--- config.mk ---
export PLATFORM = sky130hd
export DESIGN_NAME = pwm_frame_sequencer
export DESIGN_NICKNAME = d
export VERILOG_FILES = /design/src/rtl/pwm_frame_sequencer.sv
export SDC_FILE = /design/constraint.sdc
export NUM_CORES = 1
export LEC_CHECK = 0
export ABC_AREA = 1
export ABC_CLOCK_PERIOD_IN_PS = 1900
export BUFFER_PORTS_ARGS = -buffer_cell sky130_fd_sc_hd__buf_2
export CORE_UTILIZATION = 61
export DETAILED_ROUTE_END_ITERATION = 16
export PLACE_DENSITY = 0.81
export SKIP_LAST_GASP = 1
export SYNTH_ARGS = -nofsm -noshare
export SYNTH_HDL_FRONTEND = slang
export SYNTH_SLANG_ARGS = --single-unit
export TNS_END_PERCENT = 1
--- constraint.sdc ---
create_clock -name clk -period 1.9 [get_ports clk]
set_input_delay 0.19 -clock clk [delete_from_list [all_inputs] [get_ports clk]]
set_output_delay 0.19 -clock clk [all_outputs]
set_load 0.02 [all_outputs]
--- src/rtl/pwm_frame_sequencer.sv ---
// Frame sequencer for the multi-stage PWM datapath: a double-buffered duty set
// replayed as a start/data burst once per fixed-length frame.
module pwm_frame_sequencer #(
   parameter int STAGE       = 8,
   parameter int DWIDTH      = 8,
   parameter int BEAT_DIV    = 32,
   parameter int FRAME_BEATS = 24
) (
   input  logic                     clk,
   input  logic                     rst_n,
   input  logic                     enable,
   input  logic                     wr_en,
   input  logic [$clog2(STAGE)-1:0] wr_addr,
   input  logic [DWIDTH-1:0]        wr_data,
   input  logic                     commit,
   output logic                     start,
   output logic [DWIDTH-1:0]        data,
   output logic                     busy,
   output logic                     commit_pending,
   output logic                     frame_done,
   output logic [15:0]              frame_cnt
);

   localparam int AW  = $clog2(STAGE);
   localparam int IW  = $clog2(STAGE + 1);
   localparam int DVW = $clog2(BEAT_DIV);
   localparam int FW  = $clog2(FRAME_BEATS);

   localparam logic [AW:0]     STAGE_A  = (AW + 1)'(STAGE);
   localparam logic [IW-1:0]   STAGE_I  = IW'(STAGE);
   localparam logic [DVW-1:0]  DIV_LAST = DVW'(BEAT_DIV - 1);
   localparam logic [FW-1:0]   FB_LAST  = FW'(FRAME_BEATS - 1);

   typedef enum logic [1:0] {
      IDLE = 2'd0,
      LOAD = 2'd1,
      GAP  = 2'd2
   } state_e;

   state_e              state_q, state_d;
   logic                start_q, start_d;
   logic [DWIDTH-1:0]   data_q, data_d;
   logic                busy_q, busy_d;
   logic                commit_pending_q, commit_pending_d;
   logic                frame_done_q, frame_done_d;
   logic [15:0]         frame_cnt_q, frame_cnt_d;
   logic [DVW-1:0]      div_q, div_d;
   logic [FW-1:0]       fb_q, fb_d;
   logic [IW-1:0]       idx_q, idx_d;
   logic [DWIDTH-1:0]   shadow_q [STAGE];
   logic [DWIDTH-1:0]   active_q [STAGE];
   logic                tick_s;
   logic                launch_s;
   logic                wr_ok_s;

   assign tick_s  = (div_q == DIV_LAST);
   assign wr_ok_s = ({1'b0, wr_addr} < STAGE_A);

   // Next-state logic: beat timing, burst replay and frame boundary handling.
   always_comb begin
      state_d          = state_q;
      start_d          = start_q;
      data_d           = data_q;
      idx_d            = idx_q;
      fb_d             = fb_q;
      div_d            = {DVW{1'b0}};
      frame_done_d     = 1'b0;
      frame_cnt_d      = frame_cnt_q;
      launch_s         = 1'b0;
      commit_pending_d = commit_pending_q | commit;

      if (state_q != IDLE) begin
         div_d = tick_s ? {DVW{1'b0}} : div_q + DVW'(1);
         fb_d  = tick_s ? fb_q + FW'(1) : fb_q;
      end else begin
         div_d = {DVW{1'b0}};
         fb_d  = fb_q;
      end

      case (state_q)
         IDLE: begin
            start_d  = 1'b0;
            data_d   = {DWIDTH{1'b0}};
            launch_s = enable;
         end
         LOAD: begin
            if (tick_s) begin
               start_d = 1'b0;
               if (idx_q < STAGE_I) begin
                  data_d = active_q[idx_q[AW-1:0]];
                  idx_d  = idx_q + IW'(1);
               end else begin
                  data_d  = {DWIDTH{1'b0}};
                  state_d = GAP;
               end
            end else begin
               start_d = start_q;
            end
         end
         GAP: begin
            start_d = 1'b0;
            data_d  = {DWIDTH{1'b0}};
            if (tick_s && (fb_q == FB_LAST)) begin
               frame_done_d = 1'b1;
               frame_cnt_d  = frame_cnt_q + 16'd1;
               if (enable) begin
                  launch_s = 1'b1;
               end else begin
                  state_d = IDLE;
                  fb_d    = {FW{1'b0}};
               end
            end else begin
               frame_done_d = 1'b0;
            end
         end
         default: begin
            state_d = IDLE;
            start_d = 1'b0;
            data_d  = {DWIDTH{1'b0}};
         end
      endcase

      // A launch swaps in the committed set and drives its beat-0 value directly.
      if (launch_s) begin
         state_d          = LOAD;
         start_d          = 1'b1;
         data_d           = commit_pending_q ? shadow_q[0] : active_q[0];
         idx_d            = IW'(1);
         fb_d             = {FW{1'b0}};
         div_d            = {DVW{1'b0}};
         commit_pending_d = commit;
      end else begin
         idx_d = idx_d;
      end

      busy_d = (state_d != IDLE);
   end

   // Control and output registers.
   always_ff @(posedge clk or negedge rst_n) begin
      if (!rst_n) begin
         state_q          <= IDLE;
         start_q          <= 1'b0;
         data_q           <= {DWIDTH{1'b0}};
         busy_q           <= 1'b0;
         commit_pending_q <= 1'b0;
         frame_done_q     <= 1'b0;
         frame_cnt_q      <= 16'd0;
         div_q            <= {DVW{1'b0}};
         fb_q             <= {FW{1'b0}};
         idx_q            <= {IW{1'b0}};
      end else begin
         state_q          <= state_d;
         start_q          <= start_d;
         data_q           <= data_d;
         busy_q           <= busy_d;
         commit_pending_q <= commit_pending_d;
         frame_done_q     <= frame_done_d;
         frame_cnt_q      <= frame_cnt_d;
         div_q            <= div_d;
         fb_q             <= fb_d;
         idx_q            <= idx_d;
      end
   end

   // Duty buffers: the copy reads pre-edge shadow, so a same-cycle write misses it.
   always_ff @(posedge clk or negedge rst_n) begin
      if (!rst_n) begin
         for (int i = 0; i < STAGE; i++) begin
            shadow_q[i] <= {DWIDTH{1'b0}};
            active_q[i] <= {DWIDTH{1'b0}};
         end
      end else begin
         if (launch_s && commit_pending_q) begin
            for (int i = 0; i < STAGE; i++) begin
               active_q[i] <= shadow_q[i];
            end
         end
         if (wr_en && wr_ok_s) begin
            shadow_q[wr_addr] <= wr_data;
         end
      end
   end

   assign start          = start_q;
   assign data           = data_q;
   assign busy           = busy_q;
   assign commit_pending = commit_pending_q;
   assign frame_done     = frame_done_q;
   assign frame_cnt      = frame_cnt_q;

endmodule

Word level (Yosys, flattened, before mapping)
Index checks and enable logic that the tools add are counted.
{"block": "word_totals", "ff_bits": 172, "word_cells": 92, "output_inout_bits": 28}
{"block": "classes", "bitwise_logic": 3, "n_mux": 39, "n_addsub": 4, "order_cmp": 4, "eq_ne": 5, "n_reduce_logical": 11}
{"cell": "64-bit bitwise mux", "count": 1}
{"cell": "8-bit 2-to-1 mux", "count": 8}
{"cell": "5-bit 2-to-1 mux", "count": 9}
{"cell": "8-bit binary-select mux with 3-bit select", "count": 1}
{"cell": "8-bit demux with 3-bit select", "count": 1}
{"cell": "16-bit by 1-bit adder with 16-bit output, second input constant", "count": 1}
{"cell": "4-bit 2-to-1 mux", "count": 4}
{"cell": "5-bit by 1-bit adder with 5-bit output, second input constant", "count": 2}
{"cell": "5-bit equality test, second input constant", "count": 2}
{"cell": "2-bit 2-to-1 mux", "count": 5}
{"cell": "2-bit nonzero test", "count": 5}
{"cell": "4-bit >= comparator, second input constant", "count": 2}
{"cell": "1-bit 2-to-1 mux", "count": 8}
{"cell": "3-bit NOT with 4-bit output", "count": 2}
{"cell": "2-bit one-hot mux with 3 select lines", "count": 1}
{"cell": "4-bit by 1-bit adder with 4-bit output, second input constant", "count": 1}
{"cell": "4-bit by 1-bit < comparator with 1-bit output, second input constant", "count": 1}
{"cell": "4-bit < comparator, second input constant", "count": 1}
{"cell": "1-bit logical AND", "count": 3}
{"cell": "3-bit inequality test, second input constant", "count": 1}
{"cell": "3-bit AND reduction", "count": 1}
{"cell": "2-bit by 1-bit equality test with 1-bit output, second input constant", "count": 1}
{"cell": "2-bit equality test, second input constant", "count": 1}
{"cell": "2-bit logical NOT", "count": 1}
{"cell": "3 further kinds", "count": 3}

Logic depth before layout (Yosys ltp)
Gate-level depths: netlist of the first run.
{"block": "logic_depth", "depth_word": 8, "depth_mapped": 14, "mapped_depth_nobuf": 12}

Worst setup path before layout of the first run
OpenSTA, ideal clock, no wires.
{"block": "synth_timing", "path_type": "register to register", "startpoint": "register div_q[0]", "endpoint": "register data_q[1] (netlist: data[1])", "n_path_buf": 2, "arrival_time_ns": 1.664, "setup_ns": 0.117, "path_stages_with_launch": 15, "path_slack_ns": 0.119, "t_required_ns": 1.783, "period_less_slack_ns": 1.781, "path_cell_list": "dfrtp_1 > ha_1 > nand2_1 > nor2_1 > ha_1 > nand2_1 > o21ai_1 > nand2_1 > buf_2 > inv_2 > buf_6 > nand2_1 > nand2_1 > nand2_1 > nand2_1"}
{"block": "synth_between", "elab_chain_len": 5}
{"item": "start: declaration", "line_no": "47", "source": "logic [DVW-1:0] div_q, div_d;"}
{"item": "start signal: assignment", "line_no": "149", "source": "div_q <= {DVW{1'b0}};"}
{"item": "start signal: assignment", "line_no": "160", "source": "div_q <= div_d;"}
{"item": "5-bit equality test *", "line_no": "56", "source": "assign tick_s = (div_q == DIV_LAST);"}
{"item": "1-bit logical AND", "line_no": "103", "source": "if (tick_s && (fb_q == FB_LAST)) begin"}
{"item": "1-bit 2-to-1 mux", "line_no": "103"}
{"item": "1-bit one-hot mux with 2 select lines", "line_no": "80", "source": "case (state_q)"}
{"item": "3-bit inequality test (no line) or 8-bit 2-to-1 mux (tied branches)"}
{"item": "end signal: assignment", "line_no": "144", "source": "data_q <= {DWIDTH{1'b0}};"}
{"item": "end signal: assignment", "line_no": "155", "source": "data_q <= data_d;"}
{"item": "end: declaration", "line_no": "42", "source": "logic [DWIDTH-1:0] data_q, data_d;"}
Mark *: on every way between the ends. The rest lies on a longest branch, timed or not.
A chain may end at the register's enable or synchronous reset.

Worst setup path in the final report of the first run
{"block": "layout_timing", "startpoint": "register div_q[1]", "endpoint": "register active_q[3] (netlist bit)"}
{"block": "layout_between", "elab_chain_len": 5}
{"item": "5-bit equality test", "line_no": "56"}
{"item": "1-bit logical AND", "line_no": "103"}
{"item": "1-bit 2-to-1 mux", "line_no": "103"}
{"item": "1-bit one-hot mux with 2 select lines", "line_no": "80"}
{"item": "1-bit logical AND", "line_no": "174", "source": "if (launch_s && commit_pending_q) begin"}
{"item": "end signal: indexed assignment", "line_no": "171", "source": "active_q[i] <= {DWIDTH{1'b0}};"}
{"item": "end signal: indexed assignment", "line_no": "176", "source": "active_q[i] <= shadow_q[i];"}
{"item": "end: declaration", "line_no": "51", "source": "logic [DWIDTH-1:0] active_q [STAGE];"}
Every way passes these cells.

==> impl_metrics.py, run 1 <==
metrics = {
    "run_status": {
        "status": "finished with violations",
        "violations": "setup timing",
    },
    "route": {
        "firstDrtPassIters": 6,
        "met1_length_mm": 7.88,
        "vias": 6577,
        "avgViaCountPerCell": 5.64,
        "detail_route.wl_per_cell_microns": 16.4,
        "drt_iter0_drc": 590,
        "antenna_left": 0,
        "routed_wl_mm": 19.2,
        "top_layer_used": "met4",
        "drc_errors": 0,
        "wl_met2_mm": 9.45,
        "met3_length_mm": 1.41,
    },
    "synthesis": {
        "yosys.cell_count.top_type": "nand2_1",
        "synthFlopType": "dfrtp_1",
        "syn-cell-area_sq_um": 7600,
        "synth_area_leaders": "dfrtp_1 57%, nand2_1 18%, o21ai_0 9.2%, nand3_1 3.6%, inv_1 2.5%",
        "yosysTopAreaCell": "dfrtp_1",
        "ys_types": 27,
        "yosys-top-cells-count": "372 x nand2_1, 172 x dfrtp_1, 140 x o21ai_0",
        "synth_cells": 926,
        "synth_edf_count": 0,
        "postSynthAreaPerCell_sq_um": 8.21,
        "ys_warn_count": 0,
        "yosysTopAreaCellShare_pct": 56.6,
        "syn_nets": 947,
        "ys_seq_elements": 172,
        "seq_area_frac_synth_pct": 56.6,
        "async_flop_share_pct": 100,
    },
    "power": {
        "swShare_pct": 22.7,
        "power_switching_w": 0.00189,
        "p_leak_nw": 4.62,
        "p_int_w": 0.00644,
        "ir_drop_mv": 0.698,
        "power_frac_comb_pct": 5.2,
        "power.density_nw_per_um2": 926,
        "pwr-share-clk_pct": 45.8,
        "seqPwrFrac_pct": 48.9,
    },
    "clocking": {
        "clockRootBuffer": "clkbuf_16",
        "numCtsBuffers": 17,
        "tritoncts": "built",
        "cts_max_level": 4,
        "insertion_delay_ns": 0.43,
        "cts_sinks": 172,
        "clockBufferDepth": 2,
        "clk_pin_slew_ns": 0.07,
    },
    "cells_and_area": {
        "instances_no_fill": 1166,
        "fin_nets": 1006,
        "antennaDiodeCount": 0,
        "drive_gt1_share_pct": 13.0,
        "n_fill_cell": 854,
        "seqCellArea_sq_um": 4300,
        "multiInputGateArea_sq_um": 2950,
        "syn2layout_area_growth_pct": 18.4,
    },
    "sta": {
        "fin_crit_ns": 1.99,
        "finalMaxSlewViolations": 0,
        "holdWs_ns": 0.132,
        "rsz0062_at_grt": "true",
        "setup_violations": 35,
        "timing.final.crit_share_pct": 105,
        "clock_skew_ns": 0.00776,
        "tns_ns": -1.16,
        "finalHoldViolCount": 0,
        "fmax_mhz": 502,
        "worstMarginPinSlew_ns": 0.627,
        "worst_slack_ns": -0.0932,
        "slew-limit-headroom_pct": 58.1,
    },
    "flow_run": {
        "maxCapViolations": 0,
    },
    "floorplanning": {
        "rows": 40,
        "core_area_sq_um": 12100,
        "start_util_pct": 63.0,
        "io_pins": 44,
        "die_h_microns": 114,
        "die-width_microns": 114,
        "die_area_sq_um": 12900,
    },
    "critical_path": {
        "cp-end-kind": "register",
        "critical_path.startpoint": "div_q[1]",
        "cp-endpoint": "active_q[3]",
        "crit_type": "reg -> reg",
        "timing.rr.end": "active_q[3]",
        "r2r-start": "div_q[1]",
        "critPathLaunchType": "register",
        "critPathMaxFanout": 8,
        "reg2reg_slack_ns": -0.09,
        "cp.required_ns": 2.27,
        "critPathArrivalTime_ns": 2.36,
        "worst-r2r-cell-count": 13,
    },
    "min_path": {
        "hold_path.class": "in -> reg",
    },
    "global_route": {
        "grt_start_max_net_pins": 51,
        "antenna_found_initial": 0,
        "overflow": 0,
        "grt_pass1_wl_mm": 30.6,
        "grt.total_usage_pct": 31.0,
        "first_global_vias": 6308,
    },
    "place": {
        "port-buffer-count": 43,
        "dpl.hpwl_mm": 11.7,
        "placed_cells": 1124,
        "gp_congestion": 0.835,
    },
}
## final cells by class
type,count,share of cell area (%)
clock buffer,18,4.88
clock inverter,14,2.42
tap,168,2.33
multi-input combinational,658,32.7
timing repair buffer,83,7.64
inverter,53,2.21
sequential,172,47.8
## registers in the layout, summed over array words and instances, names as in the netlist
name            count
busy                1
idx_q               4
frame_cnt          16
state_q             2
div_q               5
shadow_q           64
fb_q                5
start               1
active_q           64
data                8
frame_done          1
commit_pending      1
## power groups by stage
stage / Sequential, W / Clock (W) / Combinational, W
after global placement: 0.00412 / 0 / 0.000391
after detailed placement: 0.00413 / 0 / 0.000414
final: 0.00408 / 0.00382 / 0.000435
after CTS: 0.00407 / 0.00384 / 0.000436
after floorplan: 0.00409 / 0 / 0.000240
after global routing: 0.00410 / 0.00399 / 0.000510
## cell families (layout without fill, tap and decap cells)
logic type	Yosys count	count (layout)	synth area share (%)
flops	172	172	56.6
fa+ha+maj	5	5	0.823
compound gates	154	154	10.3
buf+inv	96	168	5.22
xor+xnor	16	16	1.84
simple gates	483	483	25.2
## worst min path at each step
stage / startpoint / endpoint / slack (ns) / cells past startpoint
after floorplan: rst_n / active_q[0] / -0.11 / 0
after global placement: rst_n / active_q[4] / 0.13 / 1
after detailed placement: rst_n / active_q[4] / 0.13 / 1
after CTS: wr_data[7] / shadow_q[7] / 0.13 / 3
after global routing: wr_data[2] / shadow_q[2] / 0.16 / 3
final: wr_data[7] / shadow_q[7] / 0.13 / 3
## critical path, cell delays in order, from the launching register on
cell and delay [ns]:
dfrtp_1 0.36, ha_2 0.20, nand2_2 0.05, nor2_2 0.10
ha_2 0.19, nand2_2 0.06, o21ai_2 0.12, nand2_2 0.13
nor2_4 0.18, buf_12 0.16, buf_12 0.14, buf_12 0.12
nand2_2 0.05, nand2_2 0.06
## placed cells by master (no fill, tap or decap), types with 2 or more instances in the layout
cell,n
nand2_1,363
dfrtp_1,172
o21ai_0,140
nand3_1,54
inv_1,51
buf_2,42
nor2_1,41
buf_4,25
clkbuf_16,21
xor2_1,10
nand2_2,9
a21oi_1,9
xnor2_1,6
clkinvlp_4,6
bufinv_16,5
buf_12,5
nand4_1,4
nor3_1,4
dlygate4sd3_1,4
ha_1,3
nor2_2,2
nor2_4,2
o21a_1,2
ha_2,2
buf_6,2
## what timing repair did
item	4_1_cts	5_1_grt
gates resized for setup	2	14
buffers inserted	0	2
cloned	0	4
setup endpoints to repair	16	87
endpoints found under the hold margin	40	0
hold buffers	4	0
pin swaps	0	7
## stage by stage
stage | area, sq um | power, W | setup WS, ns | util, %
2_1_floorplan | 7600 | 0.00433 | 0.119 | -
3_3_place_gp | 8130 | 0.00451 | 0.0565 | 67.4
3_5_place_dp | 8130 | 0.00455 | -0.0196 | 67.4
4_1_cts | 8830 | 0.00835 | -0.0150 | 73.2
5_1_grt | 9000 | 0.00861 | -0.208 | 74.6
6_report | 9000 | 0.00834 | -0.0932 | 74.6
## routing by layer
| layer | vias to the layer above | GRT usage [%] |
|---|---|---|
| met5 | - | 0 |
| met1 | 3185 | 39.9 |
| met4 | 0 | 12.0 |
| met2 | 274 | 50.5 |
| met3 | 51 | 8.24 |
| li1 | 3067 | - |
(Power assumes the default switching activity.)
==> inputs of run 2 (changes only) <==
--- a/config.mk
+++ b/config.mk
@@ -10,6 +10,7 @@
 export BUFFER_PORTS_ARGS = -buffer_cell sky130_fd_sc_hd__buf_2
 export CORE_UTILIZATION = 61
 export DETAILED_ROUTE_END_ITERATION = 16
+export MAX_ROUTING_LAYER = met4
 export PLACE_DENSITY = 0.81
 export SKIP_LAST_GASP = 1
 export SYNTH_ARGS = -nofsm -noshare
==> run 2 against run 1 <==
The run still ends with setup timing left. Critical path depth is the same. Register-to-register slack about the same. Hold slack improved by 0.00055 ns. Wire length barely moved. Fmax down 0.12%. Sequential cell count is the same. Sequential share of layout area is the same. Power hardly changed. Via count up 0.24%. Setup slack worse by 0.0024 ns. Global-route usage rose by 0.90 points. Sequential power hardly changed. Critical path type unchanged.
==> impl_metrics.py, run 2 (synthesis gave the netlist of run 1 again) <==
metrics = {
    "power": {
        "p_leak_nw": 4.62,
        "pwr-share-clk_pct": 45.8,
        "power_frac_comb_pct": 5.2,
        "ir_drop_mv": 0.698,
        "seqPwrFrac_pct": 49.0,
        "power.density_nw_per_um2": 926,
        "p_int_w": 0.00644,
        "swShare_pct": 22.7,
        "power_switching_w": 0.00189,
    },
    "route": {
        "firstDrtPassIters": 5,
        "met1_length_mm": 7.85,
        "top_layer_used": "met4",
        "routed_wl_mm": 19.2,
        "wl_met2_mm": 9.42,
        "drt_iter0_drc": 569,
        "antenna_left": 0,
        "met3_length_mm": 1.42,
        "drc_errors": 0,
        "avgViaCountPerCell": 5.65,
        "vias": 6593,
        "detail_route.wl_per_cell_microns": 16.4,
    },
    "clocking": {
        "insertion_delay_ns": 0.43,
        "clk_pin_slew_ns": 0.07,
        "cts_sinks": 172,
        "numCtsBuffers": 17,
        "tritoncts": "built",
        "clockRootBuffer": "clkbuf_16",
        "clockBufferDepth": 2,
        "cts_max_level": 4,
    },
    "min_path": {
        "hold_depth": 3,
        "hold_start": "wr_data[7]",
        "worstHoldEndpoint": "shadow_q[7]",
        "hold_path.class": "in -> reg",
    },
    "global_route": {
        "overflow": 0,
        "antenna_found_initial": 0,
        "grt_pass1_wl_mm": 30.6,
        "grt.total_usage_pct": 31.9,
        "first_global_vias": 6321,
        "grt_start_max_net_pins": 51,
    },
    "critical_path": {
        "critPathArrivalTime_ns": 2.36,
        "r2r-start": "div_q[1]",
        "worst-r2r-cell-count": 13,
        "crit_family": "simple AND/OR/NAND/NOR gates",
        "cp-end-kind": "register",
        "path_cells": "ha_2, nand2_2, nor2_2, ha_2, nand2_2, o21ai_2, nand2_2, nor2_4, buf_12, buf_12, buf_12, nand2_2, nand2_2",
        "reg2reg_slack_ns": -0.1,
        "critPathMaxFanout": 8,
        "critPathLaunchType": "register",
        "timing.rr.end": "active_q[3]",
        "worst-path-buf-inv": 3,
        "cp.required_ns": 2.27,
        "timing.critical_path.mode_cell": "nand2_2",
        "cp_slowest_stage_delay_ns": 0.36,
        "slowest_stage": "dfrtp_1",
        "crit_type": "reg -> reg",
    },
    "sta": {
        "worst_slack_ns": -0.0956,
        "timing.final.crit_share_pct": 105,
        "finalHoldViolCount": 0,
        "finalMaxSlewViolations": 0,
        "fin_crit_ns": 2.00,
        "tns_ns": -1.55,
        "slew-limit-headroom_pct": 57.2,
        "clock_skew_ns": 0.00748,
        "fmax_mhz": 501,
        "rsz0062_at_grt": "true",
        "setup_violations": 42,
        "worstMarginPinSlew_ns": 0.640,
    },
    "floorplanning": {
        "die-width_microns": 114,
        "start_util_pct": 63.0,
        "die_h_microns": 114,
        "io_pins": 44,
        "core_area_sq_um": 12100,
        "rows": 40,
        "die_area_sq_um": 12900,
    },
    "cells_and_area": {
        "antennaDiodeCount": 0,
        "fin_nets": 1006,
        "layout_commonest_cell": "nand2_1",
        "n_fill_cell": 854,
        "final_cell_mix": "363 x nand2_1, 172 x dfrtp_1, 140 x o21ai_0",
        "syn2layout_area_growth_pct": 18.4,
        "drive_gt1_share_pct": 13.0,
        "utilization_pct": 74.6,
    },
    "place": {
        "dpl.hpwl_mm": 11.7,
        "port-buffer-count": 43,
        "post-place-ws_ns": -0.0196,
        "gp_congestion": 0.848,
    },
    "flow_run": {
        "maxCapViolations": 0,
    },
    "run_status": {
        "status": "finished with violations",
        "violations": "setup timing",
    },
}
[run 2: timing repair]
action | 4_1_cts | 5_1_grt
gates cloned | 0 | 4
pin swaps | 0 | 7
buffers inserted | 0 | 2
setup endpoints to repair | 16 | 87
hold endpoints to repair | 40 | 0
hold buffers | 4 | 0
gates resized for setup | 2 | 14
[run 2: worst max path at each step]
stage               startpoint      endpoint  slack, ns  depth (start not counted)
floorplan             div_q[0]       data[1]       0.12                         14
global placement      div_q[0]      idx_q[3]       0.06                         10
detailed placement    div_q[0]  active_q[50]      -0.02                         10
CTS                   div_q[1]   active_q[6]      -0.01                         11
global route          div_q[1]   active_q[3]      -0.21                         13
finish                div_q[1]   active_q[3]       -0.1                         13
[run 2: layout make-up]
type                            count  area, sq um  area share, %
Clock buffer                       18          439           4.88
Clock inverter                     14          218           2.42
Inverter                           53          199           2.21
Multi-Input combinational cell    658         2950           32.7
Sequential cell                   172         4300           47.8
Tap cell                          168          210           2.33
Timing Repair Buffer               83          688           7.64
[run 2: per-stage QoR]
stage	instance area, sq um	hold slack (ns)	std cells	power (W)
2_1_floorplan	7600	-0.106	926	0.00433
3_3_place_gp	8130	0.133	1124	0.00451
3_5_place_dp	8130	0.133	1124	0.00455
4_1_cts	8830	0.135	1160	0.00835
5_1_grt	9000	0.155	1166	0.00861
6_report	9000	0.133	1166	0.00834
[run 2: worst min-delay path, stage by stage]
cell,delay [ns]
buf_2,0.07
inv_1,0.11
a21oi_1,0.15
[run 2: routing by layer]
layer  vias up  track usage [%]
met5         -                -
met4         0             12.0
met3        53             8.24
met2       302             50.3
met1      3172             39.8
li1       3066                -
[run 2: power groups by stage]
stage | clock [W] | combinational, W | sequential, W
after floorplan | 0 | 0.000240 | 0.00409
after global placement | 0 | 0.000391 | 0.00412
after detailed placement | 0 | 0.000414 | 0.00413
after CTS | 0.00384 | 0.000436 | 0.00407
after global routing | 0.00399 | 0.000509 | 0.00410
final | 0.00382 | 0.000434 | 0.00408
